## config.mk

```make
export PLATFORM = sky130hd
export DESIGN_NAME = sudoku_cell_serializer
export DESIGN_NICKNAME = d
export VERILOG_FILES = /design/src/rtl/sudoku_cell_serializer.sv
export SDC_FILE = /design/constraint.sdc
export NUM_CORES = 1
export LEC_CHECK = 0
export ABC_AREA = 1
export CAP_MARGIN = 20
export CORE_ASPECT_RATIO = 0.6
export CORE_MARGIN = 2
export CORE_UTILIZATION = 47
export CTS_CLUSTER_SIZE = 10
export DETAILED_ROUTE_END_ITERATION = 10
export PLACE_DENSITY = 0.74
export SYNTH_ARGS = -nofsm -noshare
export SYNTH_HDL_FRONTEND = slang
export SYNTH_SLANG_ARGS = --single-unit
```

## constraint.sdc

```tcl
create_clock -name clk -period 27.4 [get_ports clk]
set_input_delay 4.11 -clock clk [delete_from_list [all_inputs] [get_ports clk]]
set_output_delay 4.11 -clock clk [all_outputs]
set_load 0.01 [all_outputs]
```

## src/rtl/sudoku_cell_serializer.sv

```systemverilog
// sudoku_cell_serializer
//
// Streams a packed 9x9 Sudoku grid out one cell per valid/ready handshake.
// Cells go out in row-major order, each tagged with its row and column.
// While streaming, the block counts cells whose value is zero. When the last
// cell has gone out, it raises a one-cycle done pulse together with a
// completeness verdict.
//
// Ports:
//   clk          rising-edge clock
//   reset        asynchronous active-high reset
//   load         start request, sampled only while idle
//   puzzle_ans   packed grid, cell i at [i*WIDTH +: WIDTH], i = row*9+col
//   busy         high while sending and during the done cycle
//   cell_valid   cell_value/row/col/last are valid
//   cell_ready   consumer accepts the current cell
//   cell_value   value of the current cell
//   cell_row     row index 0..8
//   cell_col     column index 0..8
//   cell_last    high with cell (8,8) only
//   done         one-cycle pulse after the last transfer
//   empty_count  number of zero cells transferred so far
//   all_filled   high when the finished grid had no zero cells

module sudoku_cell_serializer #(
  parameter int WIDTH = 4
) (
  input  logic                 clk,
  input  logic                 reset,
  input  logic                 load,
  input  logic [81*WIDTH-1:0]  puzzle_ans,
  output logic                 busy,
  output logic                 cell_valid,
  input  logic                 cell_ready,
  output logic [WIDTH-1:0]     cell_value,
  output logic [3:0]           cell_row,
  output logic [3:0]           cell_col,
  output logic                 cell_last,
  output logic                 done,
  output logic [6:0]           empty_count,
  output logic                 all_filled
);

  typedef enum logic [1:0] {
    S_IDLE = 2'd0,
    S_SEND = 2'd1,
    S_DONE = 2'd2
  } state_t;

  state_t           r_state;
  state_t           w_state_next;

  logic [WIDTH-1:0] r_snap [81];
  logic [WIDTH-1:0] w_cells [81];
  logic [3:0]       r_row;
  logic [3:0]       r_col;
  logic [6:0]       r_idx;          // linear cell index, tracks row*9+col
  logic [6:0]       r_empty_count;
  logic             r_all_filled;

  logic [WIDTH-1:0] w_cell;
  logic             w_cell_zero;
  logic             w_at_last;
  logic             w_xfer;
  logic [6:0]       w_count_next;

  // Slice the packed grid into per-cell words for the snapshot capture.
  generate
    for (genvar gi = 0; gi < 81; gi++) begin : g_unpack
      assign w_cells[gi] = puzzle_ans[gi*WIDTH +: WIDTH];
    end
  endgenerate

  assign w_cell       = r_snap[r_idx];
  assign w_cell_zero  = ~|w_cell;
  assign w_at_last    = (r_row == 4'd8) && (r_col == 4'd8);
  assign w_xfer       = (r_state == S_SEND) && cell_ready;
  assign w_count_next = r_empty_count + {6'd0, w_cell_zero};

  always_comb begin
    w_state_next = r_state;
    case (r_state)
      S_IDLE:  if (load) w_state_next = S_SEND;
      S_SEND:  if (w_xfer && w_at_last) w_state_next = S_DONE;
      S_DONE:  w_state_next = S_IDLE;
      default: w_state_next = S_IDLE;
    endcase
  end

  always_ff @(posedge clk or posedge reset) begin
    if (reset) begin
      r_state       <= S_IDLE;
      r_row         <= 4'd0;
      r_col         <= 4'd0;
      r_idx         <= 7'd0;
      r_empty_count <= 7'd0;
      r_all_filled  <= 1'b0;
      for (int i = 0; i < 81; i++) r_snap[i] <= '0;
    end else begin
      r_state <= w_state_next;
      case (r_state)
        S_IDLE: begin
          if (load) begin
            r_snap        <= w_cells;
            r_row         <= 4'd0;
            r_col         <= 4'd0;
            r_idx         <= 7'd0;
            r_empty_count <= 7'd0;
            r_all_filled  <= 1'b0;
          end
        end
        S_SEND: begin
          if (w_xfer) begin
            r_empty_count <= w_count_next;
            if (w_at_last) begin
              // Verdict lands together with the done pulse. It uses the count
              // that already includes the last cell.
              r_all_filled <= (w_count_next == 7'd0);
              r_row        <= 4'd0;
              r_col        <= 4'd0;
              r_idx        <= 7'd0;
            end else begin
              r_idx <= r_idx + 7'd1;
              if (r_col == 4'd8) begin
                r_col <= 4'd0;
                r_row <= r_row + 4'd1;
              end else begin
                r_col <= r_col + 4'd1;
              end
            end
          end
        end
        default: ;
      endcase
    end
  end

  // Cell outputs are gated by the SEND state so that they read zero when idle.
  assign busy        = (r_state != S_IDLE);
  assign cell_valid  = (r_state == S_SEND);
  assign cell_value  = cell_valid ? w_cell : '0;
  assign cell_row    = cell_valid ? r_row : 4'd0;
  assign cell_col    = cell_valid ? r_col : 4'd0;
  assign cell_last   = cell_valid && w_at_last;
  assign done        = (r_state == S_DONE);
  assign empty_count = r_empty_count;
  assign all_filled  = r_all_filled;

endmodule

```

==> impl_metrics.py <==
metrics = {
    "outcome": {
        "outcome": "complete, no violations",
    },
    "critical_path": {
        "end_kind": "output pin",
        "path_cells": "clkinv_2 > buf_4 > nand2_1 > o22ai_1 > o21ai_1 > nand2_1 > nor2_1 > nor2_1 > a21oi_1 > nor2_1 > clkdlybuf4s50_1",
        "cp_slowest_stage_delay_ns": 0.83,
        "path_max_fanout": 50,
        "crit_arrival_ns": 4.35,
        "required_ns": 23.29,
        "cp_common_cell": "nor2_1",
        "cp-start-kind": "flip-flop",
        "cp_slowest_cell": "dfrtp_4",
        "path_class": "reg2out",
    },
    "route": {
        "finalWirelength_um": 51710,
        "viasPerCell": 5.255,
        "vias": 15700,
        "ant_nets": 0,
        "dr.pass1.iters": 6,
        "wl_per_cell_um": 17.31,
        "drt_iter0_markers": 1500,
        "drc": 0,
    },
    "timing": {
        "worst_slew_pin_slew_ns": 0.9902,
        "maxSlewViolCount": 0,
        "relSlewSlack_pct": 33.99,
        "skew_ns": 0.01179,
        "finalHoldViolations": 0,
        "period_minus_slack_ns": 8.465,
        "finalSetupTns_ns": 0,
        "rsz0062_at_grt": "false",
        "clock.fmax_mhz": 118.1,
        "period_share_pct": 30.89,
        "setup-violations-final": 0,
    },
    "logic_synthesis": {
        "synth_fp_nets": 2576,
        "syn-cell-area_mm2": 0.01682,
        "yosysSeqAreaShare_pct": 51.93,
        "yosysUniqueCellTypes": 27,
        "ys_ff_latch": 349,
        "yosys_warnings": 0,
        "postSynthAreaPerCell_um2": 7.505,
        "synthCells": 2241,
    },
    "cts": {
        "htree_num_levels": 2,
        "clockRootBuffer": "clkbuf_16",
        "clk_pin_slew_ns": 0.06,
        "cts_made_buffers": 40,
        "clkSinkCount": 349,
        "insertion_delay_ns": 0.53,
        "postCtsSetupRepairBufs": 0,
        "clk_path_buf_depth": 3,
        "cts_tree": "yes",
        "hold_buffers": 0,
        "cts.repair.resized": 0,
    },
    "power": {
        "p_int_uw": 1387,
        "power_frac_clock_pct": 19.5,
        "p_leak_uw": 0.01035,
        "p_sw_uw": 979.3,
        "pwr-share-seq_pct": 37.2,
        "power_density_mw_per_mm2": 110.0,
        "swShare_pct": 41.38,
        "ir_drop_mv": 0.06881,
        "p_comb_share_pct": 43.3,
    },
    "final_layout": {
        "finalNetCount": 2848,
        "area_growth_pct": 27.91,
        "finish.utilization_pct": 61.21,
        "drive_above_1_share_pct": 2.824,
        "multi_input_area_mm2": 0.006619,
        "register_area_mm2": 0.008741,
        "nFillCells": 3089,
    },
    "floorplanning": {
        "die_area_mm2": 0.03736,
        "initial_core_util_pct": 47.85,
        "die_h_um": 150.5,
        "rows": 53,
        "core_area_mm2": 0.03515,
        "ios": 352,
        "floorplan.die.width_um": 248.2,
    },
    "place": {
        "io_buffers": 351,
        "place.gp.congestion": 0.8651,
        "dpl.hpwl_um": 34450,
    },
    "global_routing": {
        "grt_pass1_wl_um": 81160,
        "met1_usage_pct": 40.11,
        "antenna_found_initial": 6,
        "grt_use_total_pct": 27.77,
        "use_met2_pct": 42.92,
        "top_usage_layer": "met2",
        "grt_overflow": 0,
        "grt_max_degree": 158,
        "grt_pass1_vias": 15260,
        "met3_usage_pct": 4.349,
    },
    "run": {
        "cap_violations": 0,
    },
    "hold_path": {
        "hold_path_class": "reg2reg",
    },
}
[final timing paths]
kind | startpoint | to | slack (ns) | depth (start not counted)
setup / recovery | r_idx[1] | cell_value[2] | 18.94 | 11
hold / removal | r_snap[9] | r_snap[9] | 0.47 | 2
setup reg to reg | r_idx[1] | all_filled | 22.53 | 17
hold reg to reg | r_snap[9] | r_snap[9] | 0.47 | 2
max in group asynchronous | reset | r_snap[30] | 20.74 | 5
min in group asynchronous | reset | r_snap[284] | 4.02 | 2
[worst max-delay path, delay by kind of cell, from the launching register on]
family	cells	cell delay, ns
AO/OA/AOI/OAI	3	0.51
buffers and inverters	3	1.77
AND/OR/NAND/NOR	5	0.67
flip-flops	1	0.83
[through the flow]
stage / cells / instance area, µm² / worst slack [ns] / hold WS [ns] / total power [µW]
detailed placement: 2936 / 20410 / 19.34 / 0.4599 / 1896
CTS: 2979 / 21440 / 18.99 / 0.4750 / 2367
finish: 2988 / 21510 / 18.94 / 0.4706 / 2366
floorplan: 2241 / 16820 / 13.61 / 0.4436 / 1573
global placement: 2936 / 20410 / 19.47 / 0.4566 / 1858
global route: 2987 / 21510 / 18.71 / 0.4941 / 2561
[state kept, by name, summed over array words and instances (netlist names)]
name         count
r_state          2
r_row            4
r_idx            7
all_filled       1
r_snap         324
r_col            4
empty_count      7
[routing by layer]
metal	routed length, µm	share of wire [%]
met1	22940	44
met2	23490	45
met3	4027	7.8
met4	1248	2.4
met5	0	0
[cells in the mapped netlist, drive strengths merged]
cell,number,area share [%]
ha,7,0.52
buf,51,2.0
inv,220,4.9
a22o,3,0.16
o21ai,268,8.0
nor3,8,0.24
o41ai,1,0.052
dfrtp,349,52
nand4,10,0.37
clkbuf,86,1.9
o211ai,16,0.71
nor3b,2,0.089
nand3,121,3.6
nor2,105,2.4
xor2,8,0.42
o22ai,18,0.67
a221oi,1,0.052
nand2,916,20
a21oi,51,1.5
[placed cells by master (no fill, tap or decap), types with 3 or more instances in the layout]
master	n
a21oi_1	51
o21ai_1	17
nor3_1	8
nand2_1	914
nand4_1	10
nor2_2	3
nor2_1	100
nand3_1	121
buf_4	14
inv_1	215
a22o_1	3
clkdlybuf4s50_1	351
ha_1	7
o22ai_1	18
diode_2	7
clkbuf_16	41
dfrtp_1	347
xor2_1	8
o211ai_1	16
o21ai_0	251
[logic make-up (layout without fill, tap and decap cells)]
group,count (synthesis),after routing,share of synthesized area [%]
compound gates,358,358,11.14
buf+inv,357,630,8.838
flops,349,349,51.93
other cells,0,7,0
fa+ha+maj,7,7,0.5207
simple gates,1162,1162,27.16
xor+xnor,8,8,0.4166
[final cells by class]
| cell class | instances | share of cell area, % |
|---|---|---|
| Multi-Input combinational cell | 1535 | 30.77 |
| Timing Repair Buffer | 367 | 17.08 |
| Tap cell | 467 | 2.716 |
| Antenna cell | 7 | 0.08142 |
| Clock buffer | 43 | 4.804 |
| Inverter | 220 | 3.926 |
| Sequential cell | 349 | 40.63 |
[power groups by stage]
stage | combinational (µW) | sequential (µW) | clock (µW)
final | 1020 | 881 | 462
after global routing | 1170 | 906 | 490
after CTS | 1020 | 878 | 468
after detailed placement | 1010 | 884 | 0
after global placement | 983 | 875 | 0
after floorplan | 736 | 837 | 0
Note: power is estimated with default switching activity, not from simulation.
